`src/rtl/fme_sad_pkg.sv`:
```
// Shared defaults and FSM encoding for the FME best-SAD sequencer.
package fme_sad_pkg;

  localparam int DATAWIDTH_DEF = 8;
  localparam int SAD_W_DEF     = DATAWIDTH_DEF + 9;
  localparam int NUM_CAND_DEF  = 9;
  localparam int IDX_W_DEF     = 4;

  typedef enum logic [1:0] {
    IDLE    = 2'd0,
    COLLECT = 2'd1,
    DONE    = 2'd2
  } sad_state_t;

endpackage

```
`src/rtl/sad_compare.sv`:
```
// Combinational unsigned SAD comparator: lt is set when new_sad is strictly below cur_sad.
module sad_compare #(
  parameter int SAD_W = 17
) (
  input  logic [SAD_W-1:0] cur_sad,
  input  logic [SAD_W-1:0] new_sad,
  output logic             lt
);

  // Zero-extended subtraction: the extra top bit is the borrow, so full-scale values never overflow.
  logic signed [SAD_W:0] diff;

  assign diff = $signed({1'b0, new_sad}) - $signed({1'b0, cur_sad});
  assign lt   = diff[SAD_W];

endmodule

```
`src/rtl/best_sad_sequencer.sv`:
```
// Runs one SAD minimum search per start command; optional early exit under SAD_EARLY_EXIT_EN.
module best_sad_sequencer
  import fme_sad_pkg::*;
#(
  parameter int DATAWIDTH = DATAWIDTH_DEF,
  parameter int NUM_CAND  = NUM_CAND_DEF,
  parameter int IDX_W     = IDX_W_DEF
) (
  input  logic                   clk,
  input  logic                   rst,
  input  logic                   start,
  input  logic [DATAWIDTH+8:0]   sad_in,
  input  logic                   sad_valid,
  output logic                   sad_ready,
  output logic [DATAWIDTH+8:0]   best_sad,
  output logic [IDX_W-1:0]       best_idx,
  output logic                   busy,
`ifdef SAD_EARLY_EXIT_EN
  input  logic [DATAWIDTH+8:0]   early_thr,
  output logic                   early_exit,
`endif
  output logic                   done
);

  localparam int SAD_W = DATAWIDTH + 9;
  localparam logic [IDX_W-1:0] LAST_IDX = IDX_W'(NUM_CAND - 1);

  sad_state_t       state, state_nxt;
  logic [IDX_W-1:0] cnt;
  logic             accept;
  logic             new_lt;
  logic             early_hit;

  sad_compare #(.SAD_W(SAD_W)) u_best_cmp (
    .cur_sad (best_sad),
    .new_sad (sad_in),
    .lt      (new_lt)
  );

`ifdef SAD_EARLY_EXIT_EN
  logic thr_lt;

  // thr_lt means early_thr < sad_in, so its inverse is sad_in <= early_thr.
  sad_compare #(.SAD_W(SAD_W)) u_thr_cmp (
    .cur_sad (sad_in),
    .new_sad (early_thr),
    .lt      (thr_lt)
  );

  assign early_hit = ~thr_lt;

  always_ff @(posedge clk or posedge rst) begin
    if (rst) begin
      early_exit <= 1'b0;
    end else if (state == IDLE && start) begin
      early_exit <= 1'b0;
    end else if (accept && early_hit) begin
      early_exit <= 1'b1;
    end
  end
`else
  assign early_hit = 1'b0;
`endif

  assign accept = sad_valid && (state == COLLECT);

  always_ff @(posedge clk or posedge rst) begin
    if (rst) begin
      state <= IDLE;
    end else begin
      state <= state_nxt;
    end
  end

  always_comb begin
    state_nxt = state;
    sad_ready = 1'b0;
    busy      = 1'b0;
    done      = 1'b0;
    case (state)
      IDLE: begin
        if (start) state_nxt = COLLECT;
      end
      COLLECT: begin
        sad_ready = 1'b1;
        busy      = 1'b1;
        if (accept && (cnt == LAST_IDX || early_hit)) state_nxt = DONE;
      end
      DONE: begin
        done      = 1'b1;
        state_nxt = IDLE;
      end
      default: state_nxt = IDLE;
    endcase
  end

  // First beat loads unconditionally; later beats replace only when strictly smaller, so ties keep the earliest index.
  always_ff @(posedge clk or posedge rst) begin
    if (rst) begin
      cnt      <= '0;
      best_sad <= '0;
      best_idx <= '0;
    end else if (state == IDLE && start) begin
      cnt <= '0;
    end else if (accept) begin
      cnt <= cnt + IDX_W'(1);
      if (cnt == '0 || new_lt) begin
        best_sad <= sad_in;
        best_idx <= cnt;
      end
    end
  end

endmodule
```
`config.mk`:
```
export PLATFORM = sky130hd
export DESIGN_NAME = best_sad_sequencer
export DESIGN_NICKNAME = d
export VERILOG_FILES = /design/src/rtl/fme_sad_pkg.sv /design/src/rtl/sad_compare.sv /design/src/rtl/best_sad_sequencer.sv
export SDC_FILE = /design/constraint.sdc
export NUM_CORES = 1
export LEC_CHECK = 0
export CELL_PAD_IN_SITES_DETAIL_PLACEMENT = 0
export CELL_PAD_IN_SITES_GLOBAL_PLACEMENT = 1
export CORE_UTILIZATION = 36
export DETAILED_ROUTE_END_ITERATION = 8
export GPL_TIMING_DRIVEN = 0
export MAX_ROUTING_LAYER = met4
export PLACE_DENSITY = 0.78
export SYNTH_ARGS = -nofsm -noshare
export SYNTH_HDL_FRONTEND = slang
export SYNTH_SLANG_ARGS = --single-unit
```
`constraint.sdc`:
```
create_clock -name clk -period 3.6 [get_ports clk]
set_input_delay 0.54 -clock clk [delete_from_list [all_inputs] [get_ports clk]]
set_output_delay 0.54 -clock clk [all_outputs]
set_load 0.1 [all_outputs]
```
# Word-level counts from Yosys, hierarchy flattened
# Index checks and enable logic that the tools add are counted.
[word_totals] wordCells=28 register_bits=27
[classes] n_mux=7 n_eq_ne=5 n_bitwise=1 n_addsub=2 reduce_logical=9
[ops] operator="$sub A17 B17 Y18" n=1
[ops] operator="$mux W4" n=2
[ops] operator="$add A4 B1 Y4 const B" n=1
[ops] operator="$eq A4 B4 Y1 const B" n=1
[ops] operator="$logic_not A4 Y1" n=1
[ops] operator="$mux W2" n=2
[ops] operator="$pmux W2 S2" n=1
[ops] operator="$logic_and A1 B1 Y1" n=3
[ops] operator="$reduce_and A3 Y1" n=1
[ops] operator="$eq A2 B1 Y1 const B" n=1
[ops] operator="$eq A2 B2 Y1 const B" n=1
[ops] operator="$logic_not A2 Y1" n=1
[ops] operator="$mux W1" n=2
[ops] operator="$ne A2 B1 Y1 const B" n=1
[ops] operator="$ne A2 B2 Y1 const B" n=1
[ops] operator="$reduce_and A2 Y1" n=1
[ops] operator="$reduce_bool A2 Y1" n=1
[ops] operator="$logic_or A1 B1 Y1" n=1
[ops] operator="$not A1 Y1" n=1

# Logic depth before layout (Yosys ltp)
[logic_depth] depth_word=5 ltp_mapped=9 mapped_depth_nobuf=7

# Modules after synthesis
# From an unflattened synthesis, not the netlist that was laid out.
[unflattened] hier_cells=136 area_unflattened_um2=1624.1
[modules_own_cells] mod="best_sad_sequencer" area_each_um2=1212.4 n_inst=1 cells_each=78 seq_area_each_um2=675.6
[modules_own_cells] mod="sad_compare" area_each_um2=411.6 n_inst=1 cells_each=58 seq_area_each_um2=0.0

# Worst setup path after synthesis
# OpenSTA, ideal clock, no wires.
[synth_path] path_type="register -> register" start="register state[1]" end="register best_sad[0]" t_required_ns=3.474 setup_slack_ns=0.153 path_stages_with_launch=8 arrival_time_ns=3.320 path_cell_list="dfrtp_1 -> nor2b_1 -> nand2_1 -> nor4b_1 -> a31o_1 -> buf_6 -> buf_12 -> mux2_4"
[synth_via] elab_chain_cells=4 elab_cells_between_ends=6
[synth_rtl] item="start: declaration" line="best_sad_sequencer.sv:28" rtl="sad_state_t state, state_nxt;"
[synth_rtl] item="start signal: assignment" line="best_sad_sequencer.sv:71" rtl="state <= state_nxt;"
[synth_rtl] item="$logic_not A2 Y1" line="best_sad_sequencer.sv:103" rtl="end else if (state == IDLE && start) begin"
[synth_rtl] item="$logic_and A1 B1 Y1" line="best_sad_sequencer.sv:103"
[synth_rtl] item="$not A1 Y1 (no line)"
[synth_rtl] item="$reduce_and A3 Y1 (no line) *"
[synth_rtl] item="end signal: assignment" line="best_sad_sequencer.sv:108" rtl="best_sad <= sad_in;"
[synth_rtl] item="end: declaration" line="best_sad_sequencer.sv:15" rtl="output logic [DATAWIDTH+8:0] best_sad,"
# Mark *: on every way between the ends. The rest lies on a longest branch, timed or not.
# A chain may end at the register's enable or synchronous reset.

# Worst setup path after layout
[layout_path] start="input sad_in[12]" end="register best_sad[8]"
[layout_via] elab_chain_cells=3
[layout_rtl] item="start: declaration" line="best_sad_sequencer.sv:12" rtl="input logic [DATAWIDTH+8:0] sad_in,"
[layout_rtl] item="$sub A17 B17 Y18" line="sad_compare.sv:13" rtl="assign diff = $signed({1'b0, new_sad}) - $signed({1'b0, cur_sad});"
[layout_rtl] item="$logic_or A1 B1 Y1" line="best_sad_sequencer.sv:107" rtl="if (cnt == '0 || new_lt) begin"
[layout_rtl] item="$reduce_and A3 Y1 (no line)"
# No other way between the ends.

==> flow_summary.json <==
{
  "syn_inst": 137,
  "hold_path_end": "state[0]",
  "synth_fp_nets": 176,
  "synthAdderAreaFrac": 0.1437,
  "synth_edf_count": 0,
  "port_buffers": 44,
  "synth.most_common_cell": "dfrtp_1",
  "finalSetupViolCount": 0,
  "rsz0062_at_grt": "no",
  "grt_pass1_vias": 1153,
  "setup_tns_ns": 0,
  "die_w_microns": 67.99,
  "synth-compound-area-share": 0.05427,
  "fin_nets": 225,
  "die_h_microns": 67.99,
  "cts_buffer_depth": 2,
  "drive_above_1_share": 0.1459,
  "fp.coreArea_sq_mm": 0.004086,
  "grt_pass1_wl_mm": 5.009,
  "gp_congestion": 0.7574,
  "clkLatencyLatePin_ns": 0.26,
  "period_share": 0.8506,
  "avgSynthCellArea_sq_um": 11.44,
  "drv_cap": 0,
  "grt.overflow.total": 0,
  "synth_cell_types": 29,
  "holdPathStages": 1,
  "synth_simple_gate_area_frac": 0.1149,
  "hp-class": "register to register",
  "yosysTopAreaCellShare": 0.4310,
  "vias_per_cell": 4.919,
  "fin_skew_ns": 0.001374,
  "synthToLayoutAreaGrowth_pct": 34.96,
  "min_from": "state[1]",
  "final_hold_viol_count": 0,
  "postCtsHoldBufs": 0,
  "synth_xor_xnor_area_share": 0.01117,
  "hpwlAfterDp_mm": 2.390,
  "cts_buffers": 3,
  "drtIter0Drc": 29,
  "root_buffer": "clkbuf_8",
  "clock.fmax_mhz": 326.6,
  "max_slew_margin": 0.2949,
  "cts_setup_buffers": 0,
  "wl_mm": 3.110,
  "synth_area_leaders": "dfrtp_1 43%, ha_1 14%, mux2_4 9.6%, mux2_2 7.9%, inv_1 4.5%",
  "crit_arrival_ns": 3.22,
  "synth_top_family_by_area": "multiplexers",
  "dieArea_sq_mm": 0.004623,
  "ys_async_sr_fraction": 1.000,
  "cp_data_required_time_ns": 3.76,
  "synth-seq-cells": 27,
  "cts_num_sinks": 27,
  "synthMuxAreaShare": 0.1748,
  "worst-setup-path-type": "primary input to register",
  "worst_slew_pin_slew_ns": 1.057,
  "num_vias": 1156,
  "rr_worst_depth": 9,
  "cts_tree": "done",
  "cts_resized": 0,
  "first_pass_iters": 4,
  "drc": 0,
  "syn_area_sq_mm": 0.001568,
  "h-tree-depth": 1,
  "critPathCaptureType": "register",
  "ys_seq_area_frac": 0.4310,
  "grt_use_total": 0.1477,
  "synth.top_cells.by_count": "27 x dfrtp_1, 19 x inv_1, 18 x ha_1, 11 x mux2_2, 10 x mux2_4",
  "cp_max_fo": 10,
  "crit-reg2reg-launch": "best_sad[12]",
  "fin_crit_ns": 3.062,
  "ys.flop_type": "dfrtp_1",
  "ys_warn_count": 0,
  "synth_top_cell_by_area": "dfrtp_1",
  "num_rows": 23,
  "ant_nets": 0,
  "ios": 45,
  "start_util": 0.3836,
  "reg2reg_slack_ns": 0.84,
  "finalMaxSlewViolations": 0,
  "clk_pin_slew_ns": 0.09,
  "status": "finished clean",
  "worstReg2RegEnd": "best_sad[8]",
  "start_kind": "primary input",
  "wl_per_cell_microns": 13.23,
  "antenna_cells": 0,
  "grt_antenna_before_repair": 0,
  "grt_max_degree": 28
}
-- placed cells by master (no fill, tap or decap), types with 2 or more instances in the layout --
cell,netlist,layout
mux2_4,10,10
nand4_1,3,3
clkbuf_8,0,3
nor2_1,5,5
or4_1,3,3
dfrtp_1,27,27
a21oi_1,7,7
inv_1,19,19
nor2b_1,4,4
o21ai_0,2,2
nand2_1,8,8
nor3_1,3,3
xor2_1,2,2
mux2_2,11,11
ha_1,18,18
clkdlybuf4s50_1,0,44
-- through the flow --
step / hold slack, ns / utilization / worst slack (ns) / cell area (sq um) / cells
2_1_floorplan: 0.4485 / - / 0.1535 / 1568 / 137
3_3_place_gp: 0.4637 / 0.5067 / 0.2540 / 2071 / 231
3_5_place_dp: 0.4772 / 0.5067 / 0.2239 / 2071 / 231
4_1_cts: 0.4903 / 0.5178 / 0.5088 / 2116 / 235
5_1_grt: 0.5147 / 0.5178 / 0.4392 / 2116 / 235
6_report: 0.4853 / 0.5178 / 0.5378 / 2116 / 235
-- layout make-up --
| class | instances | area (sq um) |
|---|---|---|
| Buffer | 3 | 38.79 |
| Clock buffer | 4 | 45.04 |
| Fill cell | 374 | 1971 |
| Inverter | 19 | 71.32 |
| Multi-Input combinational cell | 88 | 782.0 |
| Sequential cell | 27 | 675.6 |
| Tap cell | 50 | 62.56 |
| Timing Repair Buffer | 44 | 440.4 |
-- registers in the layout (all words and copies together), names as in the netlist --
name,flops
best_sad,17
best_idx,4
cnt,4
state,2
-- how the worst max path moves through the flow --
stage                     slack, ns       start            to  cells after the start
final                          0.54  sad_in[12]   best_sad[8]                      9
after global routing           0.44  sad_in[12]   best_sad[1]                      9
after CTS                      0.51  sad_in[12]  best_sad[16]                      9
after detailed placement       0.22  sad_in[12]  best_sad[16]                      9
after global placement         0.25  sad_in[12]   best_sad[2]                      9
after floorplan                0.15    state[1]   best_sad[0]                      7
-- routing by layer --
layer	vias up	part of all wire	wire, microns	track usage
li1	569	-	-	-
met1	555	0.46	1442	0.1859
met2	32	0.50	1566	0.2549
met3	0	0.033	102	0.02000
met4	0	0	0	0.02344
met5	-	0	0	-
-- critical path, cell delays in order --
cell and delay [ns]:
clkdlybuf4s50_1 0.43, ha_1 0.33, nand4_1 0.12, or4_1 0.52, or4_1 0.43, a31o_1 0.24
buf_6 0.15, buf_12 0.15, mux2_4 0.29
-- logic make-up (layout without fill, tap and decap cells) --
kind of cell,after synthesis,after routing
adder cells (fa/ha/maj),18,18
XOR/XNOR,2,2
AO/OA/AOI/OAI,14,14
AND/OR/NAND/NOR,33,33
buffers and inverters,22,70
flip-flops,27,27
multiplexers,21,21
Power is left out: the tool's default activity adds up to more than one toggle a clock period on the data nets, which glitch-free logic cannot reach.
